### src/rtl/ahb_bus_arbiter.sv
// Round-robin AHB bus arbiter for up to four masters.
// Fixed-length bursts and locked sequences hold the grant until they complete.
module ahb_bus_arbiter #(
  parameter int unsigned NUM_MASTERS    = 4,
  parameter int unsigned DEFAULT_MASTER = 0
) (
  input  logic       HCLK,
  input  logic       HRESET,
  input  logic [3:0] HBUSREQ,
  input  logic [3:0] HLOCK,
  input  logic [1:0] HTRANS,
  input  logic [2:0] HBURST,
  input  logic       HREADY,
  output logic [3:0] HGRANT,
  output logic [1:0] HMASTER,
  output logic       HMASTLOCK
);

  typedef enum logic [1:0] {ARB, BURST, LOCKED} state_t;
  typedef enum logic [1:0] {TR_IDLE, TR_BUSY, TR_NONSEQ, TR_SEQ} htrans_t;

  localparam logic [1:0] DEF_IDX   = 2'(DEFAULT_MASTER);
  localparam logic [3:0] DEF_GRANT = 4'(1) << DEFAULT_MASTER;

  logic [3:0] r_grant;
  logic [1:0] r_master;
  logic       r_mastlock;
  logic [3:0] r_count;
  state_t     r_state;

  state_t     w_state_next;
  htrans_t    w_trans;
  logic [1:0] w_owner;
  logic       w_owner_lock;
  logic [3:0] w_next_count;
  logic       w_hold;
  logic [3:0] w_next_grant;
  logic [1:0] w_cand;
  logic       w_found;

  assign w_trans      = htrans_t'(HTRANS);
  assign w_owner_lock = HLOCK[w_owner];

  always_comb begin
    w_owner = '0;
    for (int unsigned i = 0; i < 4; i++) begin
      if (r_grant[i]) w_owner = 2'(i);
    end
  end

  // Counter holds remaining SEQ beats of the current burst
  always_comb begin
    w_next_count = r_count;
    unique case (w_trans)
      TR_IDLE: w_next_count = '0;
      TR_BUSY: w_next_count = r_count;
      TR_NONSEQ: begin
        case (HBURST)
          3'b000, 3'b001: w_next_count = '0;
          3'b010, 3'b011: w_next_count = 4'd3;
          3'b100, 3'b101: w_next_count = 4'd7;
          default:        w_next_count = 4'd15;
        endcase
      end
      TR_SEQ: w_next_count = (r_count == '0) ? '0 : r_count - 4'd1;
    endcase
  end

  always_comb begin
    w_state_next = r_state;
    if (HREADY) begin
      if (w_owner_lock)              w_state_next = LOCKED;
      else if (w_next_count != '0)   w_state_next = BURST;
      else                           w_state_next = ARB;
    end
    w_hold = (w_state_next != ARB) || (w_trans == TR_BUSY);
  end

  // Search starts after the owner so the owner is considered last
  always_comb begin
    w_found      = 1'b0;
    w_cand       = '0;
    w_next_grant = DEF_GRANT;
    for (int unsigned i = 1; i <= NUM_MASTERS; i++) begin
      w_cand = 2'((32'(w_owner) + i) % NUM_MASTERS);
      if (!w_found && HBUSREQ[w_cand]) begin
        w_found      = 1'b1;
        w_next_grant = 4'(1) << w_cand;
      end
    end
  end

  always_ff @(posedge HCLK) begin
    if (HRESET) begin
      r_grant    <= DEF_GRANT;
      r_master   <= DEF_IDX;
      r_mastlock <= 1'b0;
      r_count    <= '0;
      r_state    <= ARB;
    end else if (HREADY) begin
      r_count    <= w_next_count;
      r_state    <= w_state_next;
      r_master   <= w_owner;
      r_mastlock <= w_owner_lock;
      if (!w_hold) r_grant <= w_next_grant;
    end
  end

  assign HGRANT    = r_grant;
  assign HMASTER   = r_master;
  assign HMASTLOCK = r_mastlock;

endmodule
### config.mk
export PLATFORM = sky130hd
export DESIGN_NAME = ahb_bus_arbiter
export DESIGN_NICKNAME = d
export VERILOG_FILES = /design/src/rtl/ahb_bus_arbiter.sv
export SDC_FILE = /design/constraint.sdc
export NUM_CORES = 1
export LEC_CHECK = 0
export BUFFER_PORTS_ARGS = -buffer_cell sky130_fd_sc_hd__buf_4
export CORE_UTILIZATION = 55
export CTS_BUF_LIST = sky130_fd_sc_hd__clkbuf_4 sky130_fd_sc_hd__clkbuf_8
export DETAILED_ROUTE_END_ITERATION = 10
export PLACE_DENSITY = 0.78
export RECOVER_POWER = 50
export SLEW_MARGIN = 20
export SYNTH_ARGS = -nofsm -noshare
export SYNTH_HDL_FRONTEND = slang
export SYNTH_SLANG_ARGS = --single-unit
### constraint.sdc
create_clock -name HCLK -period 3.4 [get_ports HCLK]
set_input_delay 0.34 -clock HCLK [delete_from_list [all_inputs] [get_ports HCLK]]
set_output_delay 0.34 -clock HCLK [all_outputs]
set_load 0.01 [all_outputs]
Word level (Yosys, flattened, before mapping)
Index checks and enable logic that the tools add are counted.
{ "word_totals": {"reg_bits": 13, "word_cells": 70, "output_inout_bits": 7} }
{ "op_classes": {"n_bitwise": 1, "muxes": 26, "addsub": 5, "n_lt_le_gt_ge": 5, "n_reduce_logical": 16, "n_shift": 4, "eq_ne": 8} }
{ "ops": {"columns": ["cell", "count"], "rows": [
  ["$mux W4", 5],
  ["$pmux W4 S4", 1],
  ["$shl A1 B2 Y4 const A", 4],
  ["$lt A2 B3 Y1 const B", 5],
  ["$pmux W4 S3", 1],
  ["$bmux W1 S2", 5],
  ["$mux W1", 10],
  ["$mux W2", 4],
  ["$eq A3 B2 Y1 const B", 2],
  ["$eq A3 B3 Y1 const B", 2],
  ["$reduce_or A2 Y1", 3],
  ["$add A2 B1 Y2 const B", 2],
  ["$add A2 B2 Y2 const B", 2],
  ["$eq A2 B2 Y1 const B", 2],
  ["$logic_not A4 Y1", 1],
  ["$reduce_bool A4 Y1", 1],
  ["$sub A4 B1 Y4 const B", 1],
  ["$eq A3 B1 Y1 const B", 1],
  ["$logic_and A1 B1 Y1", 3],
  ["$logic_not A1 Y1", 3],
  ["$logic_not A3 Y1", 1],
  ["$eq A2 B1 Y1 const B", 1],
  ["$logic_not A2 Y1", 1],
  ["$reduce_and A2 Y1", 1],
  ["other kinds (3)", 3]
]} }

Logic depth before layout (Yosys ltp)
{ "depth": {"ltp_word": 16, "depth_mapped": 8} }

Worst setup path before layout
OpenSTA, ideal clock, no wires.
{ "synth_path": {"path_kind": "reg2reg", "from": "register r_grant[2] (netlist: HGRANT[2])", "to": "register r_grant[0] (netlist: HGRANT[0])", "period_less_slack_ns": 2.502, "n_path_buf": 0, "required_ns": 3.278, "path_slack_ns": 0.898, "arrival_time_ns": 2.380, "stages_incl_launch_ff": 9, "cell_sequence": "dfxtp_1 and2b_4 nor2_2 ha_1 nand2_1 a2bb2oi_1 or4_1 a211o_1 a311o_1"} }
{ "synth_between": {"elab_chain_cells": 15} }
{ "synth_rtl": {"columns": ["item", "line", "text"], "rows": [
  ["start, declared", "25", "logic [3:0] r_grant;"],
  ["start signal, assigned", "105", "if (!w_hold) r_grant <= w_next_grant;"],
  ["$mux W2 (*) (2 in a row)", "47", "if (r_grant[i]) w_owner = 2'(i);"],
  ["$add A2 B1 Y2", "85", "w_cand = 2'((32'(w_owner) + i) % NUM_MASTERS);"],
  ["$bmux W1 S2", "86", "if (!w_found && HBUSREQ[w_cand]) begin"],
  ["$mux W1 (not written as such)", "86", null],
  ["$mux W1", "86", null],
  ["$logic_not A1 Y1", "86", null],
  ["$logic_and A1 B1 Y1", "86", null],
  ["$mux W1", "86", null],
  ["$logic_not A1 Y1", "86", null],
  ["$logic_and A1 B1 Y1", "86", null],
  ["$mux W1", "86", null],
  ["$logic_not A1 Y1", "86", null],
  ["$logic_and A1 B1 Y1", "86", null],
  ["$mux W4", "86", null]
]} }
Mark *: on every way between the ends. The rest lies on a longest branch, timed or not. The select of a mux whose other input is x is not followed.
A chain may end at the register's enable or synchronous reset.

Worst setup path in the final report
Ends and elaborated chain as after synthesis.

==> qor.txt <==
die area: 2040 um^2
Critical Path Start Type: flip-flop
post-cts sizing count: 0
First-pass DRT Iterations: 4
placed insts: 169
commonest cells in the netlist: nand2_1 (12), dfxtp_1 (11), inv_1 (10), o21ai_0 (10)
first-pass GRT wire length: 3730 um
total global routing overflow: 0
total wire length: 2310 um
Top Ports: 23
wire per inst: 13.3 um
CTS Sinks: 11
clock transition at the registers of the reported paths: 0.07 ns
Clock Tree Buf Depth: 2
setup TNS: 0 ns
skew final: 0.000455 ns
GPL Wtd Cong: 0.851
Flop pwr share: 0.322
Max-cap violations: 0
Layout Nets: 172
syn nets: 149
vias: 995
top cells by area, synth: dfxtp_1 (21%), ha_1 (8.5%), a211oi_1 (5.1%), mux2i_1 (4.9%), o21ai_0 (4.9%)
Yosys warnings: 0
Die X: 45.2 um
VDD IR max: 212 uV
FILL cells: 166
EDFF count, synth: 0
CP Cell Sequence: and2b_4 > nor2_1 > ha_1 > nand2b_1 > a211oi_1 > o21bai_1 > a211o_1 > a311o_1
Synth area leader: dfxtp_1
Worst-Skew Late Latency: 0.27 ns
critical path's top delay family: compound AO/OA/AOI/OAI gates
Pleak: 0.526 nW
DR vias/cell: 5.75
Core Box Area: 1750 um^2
RSZ-0062 raised after global routing: no
Endpoint, Worst Hold: r_count[2]
Worst Hold Depth: 2
n_diodes: 0
dpl cell area: 1200 um^2
Slew Limit Headroom: 0.509
CP Data Arrival Time: 3.07 ns
Crit path buffers/inverters: 0
prevailing post-synth register cell: dfxtp_1
Slowest cell on crit path: a211oi_1
Die Ht: 45.2 um
Reg2Reg Launch Point: HGRANT[2]
synthesis-to-layout area growth: 17.3%
Period minus WS final: 2.90 ns
syn avg cell area: 8.15 um^2
most common cell in the netlist: nand2_1
f_max: 344 MHz
Worst Min Path Start: HRESET
CP max stage delay: 0.57 ns
FF-to-FF setup slack: 0.50 ns
Sequential cell area: 220 um^2
post-route ant nets: 0
Final Cycle Share: 0.854
first-iteration detailed-routing DRC count: 15
CTS root buf: clkbuf_4
Setup crit end kind: flip-flop
CTS tree: done
type of the worst min-delay path: in2reg
design area: 1200 um^2
non-filler cells, final: 173
switching part of the total: 0.372
Synth async-reset ratio: 0
CTS Hold Bufs: 0
Post-DP HPWL: 1800 um
# DRC: 0
FF-to-FF End: HGRANT[0]
switching power: 0.177 mW
Initial Util: 0.589
TritonCTS Buffers: 3
Post-Synthesis Cell Area: 1030 um^2
# H-tree levels: 1
buffers added on ports: 21
Yosys top cell area share: 0.214
combinational power share: 0.466
max-slew violations: 0
outcome: complete, no violations
FP Rows: 15
R2R depth: 8
setup violators final: 0
total track usage: 0.254
Syn Inst Count: 126
total power: 0.475 mW
Yosys cell types: 41
endpoints failing hold: 0
largest net degree at the start of global routing: 14
Multi-input gate area: 739 um^2
Pwr Density: 394 nW/um^2
clock power share: 0.212
Crit path required time: 3.56 ns
critical-path maximum fanout: 8
antenna violations before repair: 0
internal power: 0.298 mW
register area share after synthesis: 0.214
Seq cells post-synth: 11
Slew @ Worst Pin: 0.726 ns
Setup Fix Bufs, Post-CTS: 0
Setup CP Type: reg2reg
vias in the first global route: 883
share of layout cells above drive strength 1: 0.176
-- layout make-up --
type / count / area share
Multi-Input combinational cell: 100 / 0.614
Sequential cell: 11 / 0.183
Timing Repair Buffer: 22 / 0.118
Inverter: 11 / 0.0343
Tap cell: 25 / 0.0260
Clock buffer: 4 / 0.0249
-- power by group through the flow --
stage / combinational (mW) / clock, mW / sequential (mW)
2_1_floorplan: 0.170 / 0 / 0.155
3_3_place_gp: 0.219 / 0 / 0.156
3_5_place_dp: 0.226 / 0 / 0.156
4_1_cts: 0.227 / 0.103 / 0.153
5_1_grt: 0.247 / 0.109 / 0.156
6_report: 0.222 / 0.101 / 0.153
-- layout by cell type (no fill, tap or decap), drive strengths merged, types with 4 or more instances in the layout --
cell,count
a21o,4
ha,7
dfxtp,11
nand2,12
buf,16
a211oi,7
mux2i,5
inv,11
nor2b,5
nor2,7
o21ai,10
clkbuf,10
nand2b,5
-- logic make-up (layout without fill, tap and decap cells) --
family,Yosys count,in the layout,share of synthesized area
adders and majority gates,7,7,0.0853
xor gates and xnor gates,2,2,0.0171
and+or+nand+nor,42,42,0.238
DFF,11,11,0.214
buffers and inverters,15,37,0.0633
muxes,8,8,0.0962
AOI/OAI and AO/OA,41,41,0.286
-- how the worst max path moves through the flow --
stage | depth (start not counted) | endpoint | slack [ns] | start
floorplan | 8 | HGRANT[0] | 0.90 | HGRANT[2]
finish | 8 | HGRANT[0] | 0.50 | HGRANT[2]
detailed placement | 8 | HGRANT[0] | 0.65 | HGRANT[2]
global placement | 8 | HGRANT[0] | 0.72 | HGRANT[2]
CTS | 8 | HGRANT[0] | 0.64 | HGRANT[2]
global route | 8 | HGRANT[0] | 0.21 | HGRANT[2]
-- state kept, by name, summed over array words and instances (netlist names) --
name and count:
HGRANT 4, HMASTER 2, HMASTLOCK 1, r_count 4
-- metrics by stage --
step | hold WS (ns) | util | worst slack [ns]
floorplan | 0.467 | - | 0.898
global placement | 0.471 | 0.687 | 0.723
detailed placement | 0.481 | 0.687 | 0.649
CTS | 0.294 | 0.705 | 0.642
global route | 0.297 | 0.690 | 0.212
finish | 0.302 | 0.690 | 0.497
-- metal layers --
| layer | track usage | vias to the layer above | wire [um] |
|---|---|---|---|
| li1 | - | 510 | - |
| met1 | 0.315 | 460 | 1040 |
| met2 | 0.429 | 22 | 1180 |
| met3 | 0.0360 | 3 | 58 |
| met4 | 0.121 | 0 | 27 |
| met5 | 0 | - | 0 |
Power figures use the tool's default switching activity.
